$ cat src/rtl/iq_envelope_detector.sv
// IQ envelope detector: computes round/floor(sqrt(I^2+Q^2)) for one sample per transaction,
// using a restoring digit-by-digit square root that produces one result bit per clock.
module iq_envelope_detector #(
    parameter int IQ_WIDTH  = 8,
    parameter int SIGNED    = 1,
    parameter int ROUND     = 1,
    parameter int OUT_WIDTH = 16
) (
    input  logic                 clk,
    input  logic                 rst_n,
    input  logic                 in_valid,
    output logic                 in_ready,
    input  logic [IQ_WIDTH-1:0]  i_in,
    input  logic [IQ_WIDTH-1:0]  q_in,
    output logic                 out_valid,
    input  logic                 out_ready,
    output logic [OUT_WIDTH-1:0] out_mag,
    output logic                 out_exact
);

    // state  | meaning
    // IDLE   | waiting for an input sample (in_ready high)
    // SQUARE | forming the radicand I^2+Q^2
    // ROOT   | RW root iterations, then one cycle to round and register the result
    // DONE   | result presented, waiting for out_ready

    localparam int SUM_W = 2 * IQ_WIDTH + 2;
    localparam int RW    = IQ_WIDTH + 1;
    localparam int RW1   = RW + 1;
    localparam int CW    = RW + 3;
    localparam int CNT_W = $clog2(RW + 1);

    generate
        if (OUT_WIDTH < RW) begin : g_width_check
            $error("iq_envelope_detector: OUT_WIDTH must be at least IQ_WIDTH+1");
        end
    endgenerate

    typedef enum logic [1:0] {IDLE, SQUARE, ROOT, DONE} state_t;

    state_t              state;
    logic [IQ_WIDTH-1:0] i_reg;
    logic [IQ_WIDTH-1:0] q_reg;
    logic [SUM_W-1:0]    rad;
    logic [RW-1:0]       root;
    logic [RW:0]         rem;
    logic [CNT_W-1:0]    cnt;

    logic [SUM_W-1:0]    i_ext;
    logic [SUM_W-1:0]    q_ext;
    logic [SUM_W-1:0]    rad_next;
    logic [CW-1:0]       shifted;
    logic [CW-1:0]       trial;
    logic                take;
    logic [RW:0]         rem_next;
    logic                round_up;
    logic [RW-1:0]       mag_final;

    always_comb begin
        i_ext    = {{(SUM_W - IQ_WIDTH){(SIGNED != 0) && i_reg[IQ_WIDTH-1]}}, i_reg};
        q_ext    = {{(SUM_W - IQ_WIDTH){(SIGNED != 0) && q_reg[IQ_WIDTH-1]}}, q_reg};
        rad_next = i_ext * i_ext + q_ext * q_ext;
    end

    // One restoring step: bring down the next two radicand bits, try subtracting 4*root+1.
    always_comb begin
        shifted   = {rem, rad[SUM_W-1 -: 2]};
        trial     = {1'b0, root, 2'b01};
        take      = (shifted >= trial);
        rem_next  = take ? RW1'(shifted - trial) : RW1'(shifted);
        round_up  = (ROUND != 0) && (rem > {1'b0, root});
        mag_final = round_up ? root + RW'(1) : root;
    end

    always_ff @(posedge clk or negedge rst_n) begin
        if (!rst_n) begin
            state     <= IDLE;
            in_ready  <= 1'b0;
            out_valid <= 1'b0;
            out_mag   <= '0;
            out_exact <= 1'b0;
            i_reg     <= '0;
            q_reg     <= '0;
            rad       <= '0;
            root      <= '0;
            rem       <= '0;
            cnt       <= '0;
        end else begin
            case (state)
                IDLE: begin
                    in_ready <= 1'b1;
                    if (in_valid && in_ready) begin
                        i_reg    <= i_in;
                        q_reg    <= q_in;
                        in_ready <= 1'b0;
                        state    <= SQUARE;
                    end
                end
                SQUARE: begin
                    rad   <= rad_next;
                    root  <= '0;
                    rem   <= '0;
                    cnt   <= '0;
                    state <= ROOT;
                end
                ROOT: begin
                    if (cnt == CNT_W'(RW)) begin
                        out_mag   <= OUT_WIDTH'(mag_final);
                        out_exact <= (rem == '0);
                        out_valid <= 1'b1;
                        state     <= DONE;
                    end else begin
                        rem  <= rem_next;
                        root <= {root[RW-2:0], take};
                        rad  <= {rad[SUM_W-3:0], 2'b00};
                        cnt  <= cnt + CNT_W'(1);
                    end
                end
                DONE: begin
                    if (out_valid && out_ready) begin
                        out_valid <= 1'b0;
                        in_ready  <= 1'b1;
                        state     <= IDLE;
                    end
                end
                default: state <= IDLE;
            endcase
        end
    end

endmodule

$ cat config.mk
export PLATFORM = sky130hd
export DESIGN_NAME = iq_envelope_detector
export DESIGN_NICKNAME = d
export VERILOG_FILES = /design/src/rtl/iq_envelope_detector.sv
export SDC_FILE = /design/constraint.sdc
export NUM_CORES = 1
export LEC_CHECK = 0
export BUFFER_PORTS_ARGS = -buffer_cell sky130_fd_sc_hd__buf_4
export CAP_MARGIN = 20
export CORE_MARGIN = 8
export CORE_UTILIZATION = 50
export CTS_CLUSTER_DIAMETER = 150
export DETAILED_ROUTE_END_ITERATION = 10
export PLACE_DENSITY = 0.67
export SKIP_CTS_REPAIR_TIMING = 1
export SLEW_MARGIN = 20
export SYNTH_ARGS = -nofsm -noshare
export SYNTH_HDL_FRONTEND = slang
export SYNTH_SLANG_ARGS = --single-unit
$ cat constraint.sdc
create_clock -name clk -period 8.1 [get_ports clk]
set_input_delay 1.215 -clock clk [delete_from_list [all_inputs] [get_ports clk]]
set_output_delay 1.215 -clock clk [all_outputs]
set_load 0.02 [all_outputs]
-- Word level (Yosys, flattened, before mapping)
Index checks and enable logic that the tools add are counted.
- $add $sub $neg: 4
- $mul: 2
- $lt $le $gt $ge: 2
- eq/ne operators: 8
- mux-type cells: 20
- reduce and logical (&&, ||, !) cells: 13
- operators with widths (operator ; count):
    $pmux W18 S2 ; 1
    $mul A8 B8 Y16 ; 2
    $mux W10 ; 2
    $pmux W10 S2 ; 1
    $mux W18 ; 1
    $mux W9 ; 2
    $pmux W9 S2 ; 1
    $add A16 B16 Y17 ; 1
    $ge A12 B11 Y1 ; 1
    $gt A10 B9 Y1 ; 1
    $logic_not A10 Y1 ; 1
    $sub A10 B10 Y10 ; 1
    $add A9 B1 Y9 const B ; 1
    $ne A2 B2 Y1 const B ; 4
    $pmux W2 S4 ; 1
    $pmux W4 S2 ; 1
    $reduce_and A2 Y1 ; 4
    $mux W2 ; 3
    $reduce_and A3 Y1 ; 2
    $reduce_bool A2 Y1 ; 3
    $add A4 B1 Y4 const B ; 1
    $eq A2 B2 Y1 const B ; 2
    $eq A4 B4 Y1 const B ; 1
    $mux W1 ; 4
    other kinds (5) ; 7
- register bits after elaboration: 71
- output and inout port bits: 19
- logic and storage cells: 60

-- Logic depth before layout (Yosys ltp)
Gate-level depths: netlist of run 1.
- depth after elaboration: 4
- depth in mapped cells: 23
- gate-level depth less buffers: 22

-- Worst setup path before layout of run 1
Ideal clock, no wire load.
- kind: register -> register
- from: register q_reg[7]
- to: register rad[14]
- library setup time: 0.126 ns
- arrival: 5.540 ns
- required time: 7.974 ns
- path slack: 2.434 ns
- stages on the path, launching flop included: 18
- period minus slack after synthesis: 5.666 ns
- cell sequence: dfrtp_1 clkbuf_1 and2_1 fa_1 fa_1 fa_1 fa_1 fa_1 inv_1 fa_1 inv_1 ha_1 or3_1 o31ai_1 nand2_1 xnor2_1 a21oi_1 a221o_1
- cells in the longest elaborated chain, start to end: 3
- RTL lines (what ; line ; RTL):
    from (decl) ; 43 ; logic [IQ_WIDTH-1:0] q_reg;
    from (signal assigned) ; 94 ; q_reg <= q_in;
    $mul A8 B8 Y16 ; 62 ; rad_next = i_ext * i_ext + q_ext * q_ext;
    $add A16 B16 Y17 ; 62 ;
    $pmux W18 S2 ; 89 ; case (state)
    to (signal assigned) ; 100 ; rad <= rad_next;
    to (signal assigned) ; 115 ; rad <= {rad[SUM_W-3:0], 2'b00};
    to (decl) ; 44 ; logic [SUM_W-1:0] rad;
Every way passes these cells.
A chain may end at the register's enable or synchronous reset.

-- Worst setup path in the final report of run 1
Same ends and word-level chain as after synthesis.

==> summary.md, run 1 <==
| Metric | Value |
|---|---|
| Outcome | `finished clean` |
| WS Path Type | `reg2reg` |
| Avg Cell Area, Syn | `9.52 um2` |
| Critical Path AT | `6.34 ns` |
| Top-count cell post-synth | `inv_1` |
| Syn. warnings | `0` |
| DRC | `0` |
| Final GP Congestion | `0.818` |
| Initial core utilization | `0.510` |
| Synth-to-layout area growth | `8.13%` |
| Fin. Hold Viols | `0` |
| CTS Buffer Depth | `2` |
| Unrepaired setup endpoints after global routing | `no` |
| Largest net degree at the start of global routing | `72` |
| Async S/R FF share, synth | `1.00` |
| Clock Latency Late Sink | `0.35 ns` |
| Clock root cell | `clkbuf_16` |
| Drt pass-1 iters | `4` |
| Antenna diodes | `0` |
| Area leader, netlist | `fa_1` |
| Post-synthesis xor/xnor area fraction | `0.0488` |
| Largest regs | `rad x18, rem x10` |
| Number of global-route vias before repair | `6083` |
| Die Height | `146 um` |
| Critical Path Start Type | `flop` |
| Reg clk slew, reported paths | `0.06 ns` |
| Synthesized area | `8430 um2` |
| Num CTS Buffers | `9` |
| Layout cells sized above 1 | `0.0871` |
| TritonCTS clock tree | `built` |
| Commonest cells in the synthesized netlist | `inv_1 (176), fa_1 (120), nand2_1 (84)` |
| ANT nets after route | `0` |
| Synth Area in Compound Gates | `0.0959` |
| Fmax | `0.164 GHz` |
| CTS sink cnt | `71` |
| Die area | `21300 um2` |
| Mux cell area share after synthesis | `0.0374` |
| WL final | `16.5 mm` |
| Sequential fraction of the synthesis area | `0.211` |
| FF+latch count, synth | `71` |
| MaxCap Viol Count | `0` |
| Worst-path fanout max | `15` |
| Final Core Density | `0.552` |
| Width of the die | `146 um` |
| Slew Viols, Final | `0` |
| Tcrit/Tclk final | `0.754` |
| Tmin final | `6.11 ns` |
| Initial antenna violation count | `0` |
| Congestion Overflow GR | `0` |
| DRT iter0 DRCs | `300` |
| Setup WS post-layout | `1.99 ns` |
| Top-area cell type share of the netlist area | `0.285` |
| Detailed placement HPWL | `13.1 mm` |
| Relative slew margins | `0.333` |
| Count of input and output buffers | `31` |
| GRT Total Usage | `0.168` |
| Worst Hold Class | `reg2reg` |
| Number of I/O pins | `39` |
| Post-synthesis adder-cell area fraction | `0.392` |
| Slew @ Worst Pin | `0.998 ns` |
| Site Rows | `47` |
| Largest family of logic cells by synthesized area | `adder cells` |
| Final setup viols | `0` |
| Core box area | `16500 um2` |
| DR WL/cell | `14.7 um` |
| Number of synthesized flops with an enable pin | `0` |
| Cells after synthesis | `886` |
| Worst Setup End Kind | `flop` |
| Global-route wire length before repair | `29.2 mm` |
| H-tree depth | `3` |
| Synth Flop Type | `dfrtp_1` |
| Synth Area in Simple Gates | `0.117` |
| Via count | `5740` |
| Post-route clock skew | `0.00517 ns` |
| Synth cell types | `51` |
| TNS Setup | `0 ns` |
| Max FFs per register | `18` |
| Reg with most FFs | `rad` |
| Place WS | `2.00 ns` |
| CP Data Required Time | `8.34 ns` |
| Nets@finish | `1114` |
| Synth top area cells | `fa_1 (28%), dfrtp_1 (21%), ha_1 (11%), inv_1 (7.8%), xnor2_1 (3.9%)` |
| Via density | `5.09` |
==> routing by layer <==
layer  global-route usage  wire (um)
met1                0.231       7980
met2                0.269       7800
met3               0.0233        526
met4               0.0578        232
met5                    0          0
==> final timing paths <==
| kind | end | slack, ns | cells after the start | startpoint |
|---|---|---|---|---|
| min in group asynchronous | q_reg[7] | 1.00 | 1 | rst_n |
| hold / removal | out_exact | 0.48 | 2 | out_exact |
| hold reg to reg | out_exact | 0.48 | 2 | out_exact |
| setup / recovery | rad[14] | 1.99 | 16 | q_reg[7] |
| max in group asynchronous | out_mag[1] | 6.46 | 1 | rst_n |
| setup reg to reg | rad[14] | 1.99 | 16 | q_reg[7] |
==> cell type report <==
cell class                      count  area (um2)
Fill cell                        1519        7410
Sequential cell                    71        1780
Multi-Input combinational cell    610        5850
Tap cell                          220         275
Timing Repair Buffer               34         255
Clock inverter                      6        70.1
Inverter                          176         661
Clock buffer                       10         229
==> worst max-delay path: stages (launching register included) <==
cell	delay (ns)
dfrtp_1	0.57
and2_1	0.54
fa_1	0.55
fa_1	0.55
fa_1	0.44
fa_1	0.53
fa_1	0.54
inv_1	0.05
fa_1	0.52
inv_1	0.04
ha_1	0.22
or3_1	0.42
o31ai_1	0.37
nand2_1	0.12
xnor2_1	0.16
a21oi_1	0.05
a221o_1	0.30
==> metrics by stage <==
| step | cell area, um2 | instances | hold slack, ns |
|---|---|---|---|
| 2_1_floorplan | 8450 | 892 | 0.444 |
| 3_3_place_gp | 8820 | 1111 | 0.460 |
| 3_5_place_dp | 8820 | 1111 | 0.470 |
| 4_1_cts | 9120 | 1127 | 0.483 |
| 5_1_grt | 9120 | 1127 | 0.517 |
| 6_report | 9120 | 1127 | 0.479 |
==> placed cells by master, fill, tap and decap left out, types with 2 or more instances in the layout <==
cell type   netlist  layout
or2_2             2       2
or3_1             4       4
a22oi_1           7       7
o21a_1            5       5
clkinvlp_4        0       3
and3_1            2       2
a21oi_1          25      25
nand3_1          19      19
inv_1           176     176
xnor2_1          38      38
o31ai_1           6       6
a21o_1           11      11
nor2_1           25      25
a31oi_1           3       3
xor2_1            9       9
conb_1            1       7
ha_1             72      72
nand4_1           6       6
buf_4             7      34
fa_1            120     120
nand2b_1          2       2
mux2_2           20      20
o21ai_0          46      46
nor3_1            2       2
o21ai_1          12      12
o21bai_1          2       2
o21ai_2           2       2
nor4_1            3       3
mux2i_1           9       9
clkbuf_16         0       9
o211ai_1          2       2
a211oi_1          3       3
nand2_1          84      84
dfrtp_1          71      71
nor2b_1          22      22
and2_1           27      27
==> cells by family after synthesis <==
| logic type | after synthesis |
|---|---|
| and+or+nand+nor | 202 |
| other | 1 |
| muxes | 29 |
| DFF | 71 |
| xor gates and xnor gates | 47 |
| adders and majority gates | 192 |
| buffers and inverters | 211 |
| AOI/OAI and AO/OA | 133 |
Power of run 1 is not shown: default switching activity piles up to over one toggle a cycle in this logic, so the estimate is an artifact.
==> run 2: changes to the inputs <==
==> constraint.sdc (replaced) <==
create_clock -name clk -period 6.06 [get_ports clk]
set_input_delay 0.909 -clock clk [delete_from_list [all_inputs] [get_ports clk]]
set_output_delay 0.909 -clock clk [all_outputs]
set_load 0.02 [all_outputs]
==> summary.md, run 2 (synthesis gave the netlist of run 1 again) <==
| Metric | Value |
|---|---|
| Outcome | `finished clean (unchanged)` |
| Number of I/O pins | `39 (unchanged)` |
| H-tree depth | `3 (unchanged)` |
| CTS Buffer Depth | `2 (unchanged)` |
| Detailed placement HPWL | `13.7 mm (was 13.1 mm)` |
| Initial core utilization | `0.510 (unchanged)` |
| Via density | `5.10 (was 5.09)` |
| DRT iter0 DRCs | `245 (was 300)` |
| Number of global-route vias before repair | `6322 (was 6083)` |
| DR WL/cell | `15.1 um (was 14.7 um)` |
| TNS Setup | `0 ns (unchanged)` |
| Fin. Hold Viols | `0 (unchanged)` |
| GRT Total Usage | `0.173 (was 0.168)` |
| Hold EP | `rad[2] (was out_exact)` |
| WS Path Type | `reg2reg (unchanged)` |
| Worst Hold Class | `reg2reg (unchanged)` |
| Width of the die | `146 um (unchanged)` |
| Site Rows | `47 (unchanged)` |
| Critical Path AT | `5.99 ns (was 6.34 ns)` |
| Count of input and output buffers | `31 (unchanged)` |
| Most frequent cells in the layout | `inv_1 (176), fa_1 (119), nand2_1 (84) (was inv_1 (176), fa_1 (120), nand2_1 (84))` |
| CP Data Required Time | `6.25 ns (was 8.34 ns)` |
| CTS sink cnt | `71 (unchanged)` |
| Critical Path Start Type | `flop (unchanged)` |
| Via count | `5804 (was 5740)` |
| Hold slack | `0.480 ns (was 0.479 ns)` |
| TritonCTS clock tree | `built (unchanged)` |
| Largest regs | `rad x18, rem x10 (unchanged)` |
| Largest net degree at the start of global routing | `72 (unchanged)` |
| Worst Setup End Kind | `flop (unchanged)` |
| Final setup viols | `0 (unchanged)` |
| Worst-path fanout max | `15 (unchanged)` |
| Slew Viols, Final | `0 (unchanged)` |
| Reg with most FFs | `rad (unchanged)` |
| WL final | `17.2 mm (was 16.5 mm)` |
| DRC | `0 (unchanged)` |
| Reg clk slew, reported paths | `0.07 ns (was 0.06 ns)` |
| Nets@finish | `1126 (was 1114)` |
| Final GP Congestion | `0.833 (was 0.818)` |
| Most common cell after layout, fill and taps aside | `inv_1 (unchanged)` |
| Relative slew margins | `0.371 (was 0.333)` |
| Initial antenna violation count | `0 (unchanged)` |
| Reg2Reg Capture Point | `rad[15] (was rad[14])` |
| Slew @ Worst Pin | `0.943 ns (was 0.998 ns)` |
| Synth-to-layout area growth | `9.65% (was 8.13%)` |
| Worst hold start | `rad[2] (was out_exact)` |
| Tcrit/Tclk final | `0.957 (was 0.754)` |
| Layout cells sized above 1 | `0.111 (was 0.0871)` |
| MaxCap Viol Count | `0 (unchanged)` |
| Die area | `21300 um2 (unchanged)` |
| Clock root cell | `clkbuf_16 (unchanged)` |
| Congestion Overflow GR | `0 (unchanged)` |
| Hold depth | `2 (unchanged)` |
| Antenna diodes | `0 (unchanged)` |
| R2R Setup Slk | `0.26 ns (was 1.99 ns)` |
| Worst reg2reg path depth | `18 (was 16)` |
| Post-route clock skew | `0.00656 ns (was 0.00517 ns)` |
| ANT nets after route | `0 (unchanged)` |
| Clock Latency Late Sink | `0.34 ns (was 0.35 ns)` |
| Max FFs per register | `18 (unchanged)` |
| Final instance area | `9240 um2 (was 9120 um2)` |
| Die Height | `146 um (unchanged)` |
| Tmin final | `5.80 ns (was 6.11 ns)` |
| Fmax | `0.172 GHz (was 0.164 GHz)` |
| Placed cells | `1123 (was 1111)` |
| Core box area | `16500 um2 (unchanged)` |
| RR Startpoint | `q_reg[7] (unchanged)` |
| Num CTS Buffers | `9 (unchanged)` |
| Placed Area | `8910 um2 (was 8820 um2)` |
| Global-route wire length before repair | `30.1 mm (was 29.2 mm)` |
| Drt pass-1 iters | `5 (was 4)` |
| Non-filler cells, final | `1139 (was 1127)` |
[run 2: area by class of cell]
type                       instances  area [um2]
fill                            1481        7280
multi-input combinational        610        5880
timing repair buffer              46         345
sequential                        71        1780
tap                              220         275
clock buffer                       9         225
inverter                         176         661
clock inverter                     7        80.1
[run 2: through the flow]
stage / setup WS (ns) / util
final: 0.259 / 0.559
after global routing: -0.00369 / 0.559
after CTS: 0.0887 / 0.558
after detailed placement: 0.107 / 0.539
after global placement: 0.254 / 0.539
after floorplan: 0.394 / -
[run 2: per-layer routing]
layer | track usage | vias up | part of all wire
met1 | 0.235 | 2871 | 0.48
met3 | 0.0261 | 22 | 0.033
met4 | 0.0510 | 0 | 0.015
li1 | - | 2832 | -
met2 | 0.280 | 79 | 0.47
met5 | 0 | - | 0
[run 2: worst max-delay path, stage by stage (launching register included)]
cell     delay (ns)
dfrtp_2        0.49
and2_2         0.28
fa_1           0.56
inv_1          0.06
fa_1           0.50
inv_1          0.05
fa_1           0.46
fa_1           0.54
fa_1           0.55
inv_1          0.05
fa_1           0.53
inv_1          0.04
ha_1           0.23
or3_1          0.44
a21oi_1        0.31
o31ai_1        0.14
a21oi_1        0.18
xor2_1         0.16
o21ai_0        0.08
[run 2: worst max path at each step]
stage	cells after the start	start	slack, ns	endpoint
2_1_floorplan	17	q_reg[7]	0.39	rad[14]
3_3_place_gp	16	q_reg[7]	0.25	rad[14]
3_5_place_dp	18	q_reg[7]	0.11	rad[14]
4_1_cts	18	q_reg[7]	0.09	rad[14]
5_1_grt	20	q_reg[7]	-0.004	rad[14]
6_report	18	q_reg[7]	0.26	rad[15]
Power of run 2 is left out for the same reason.
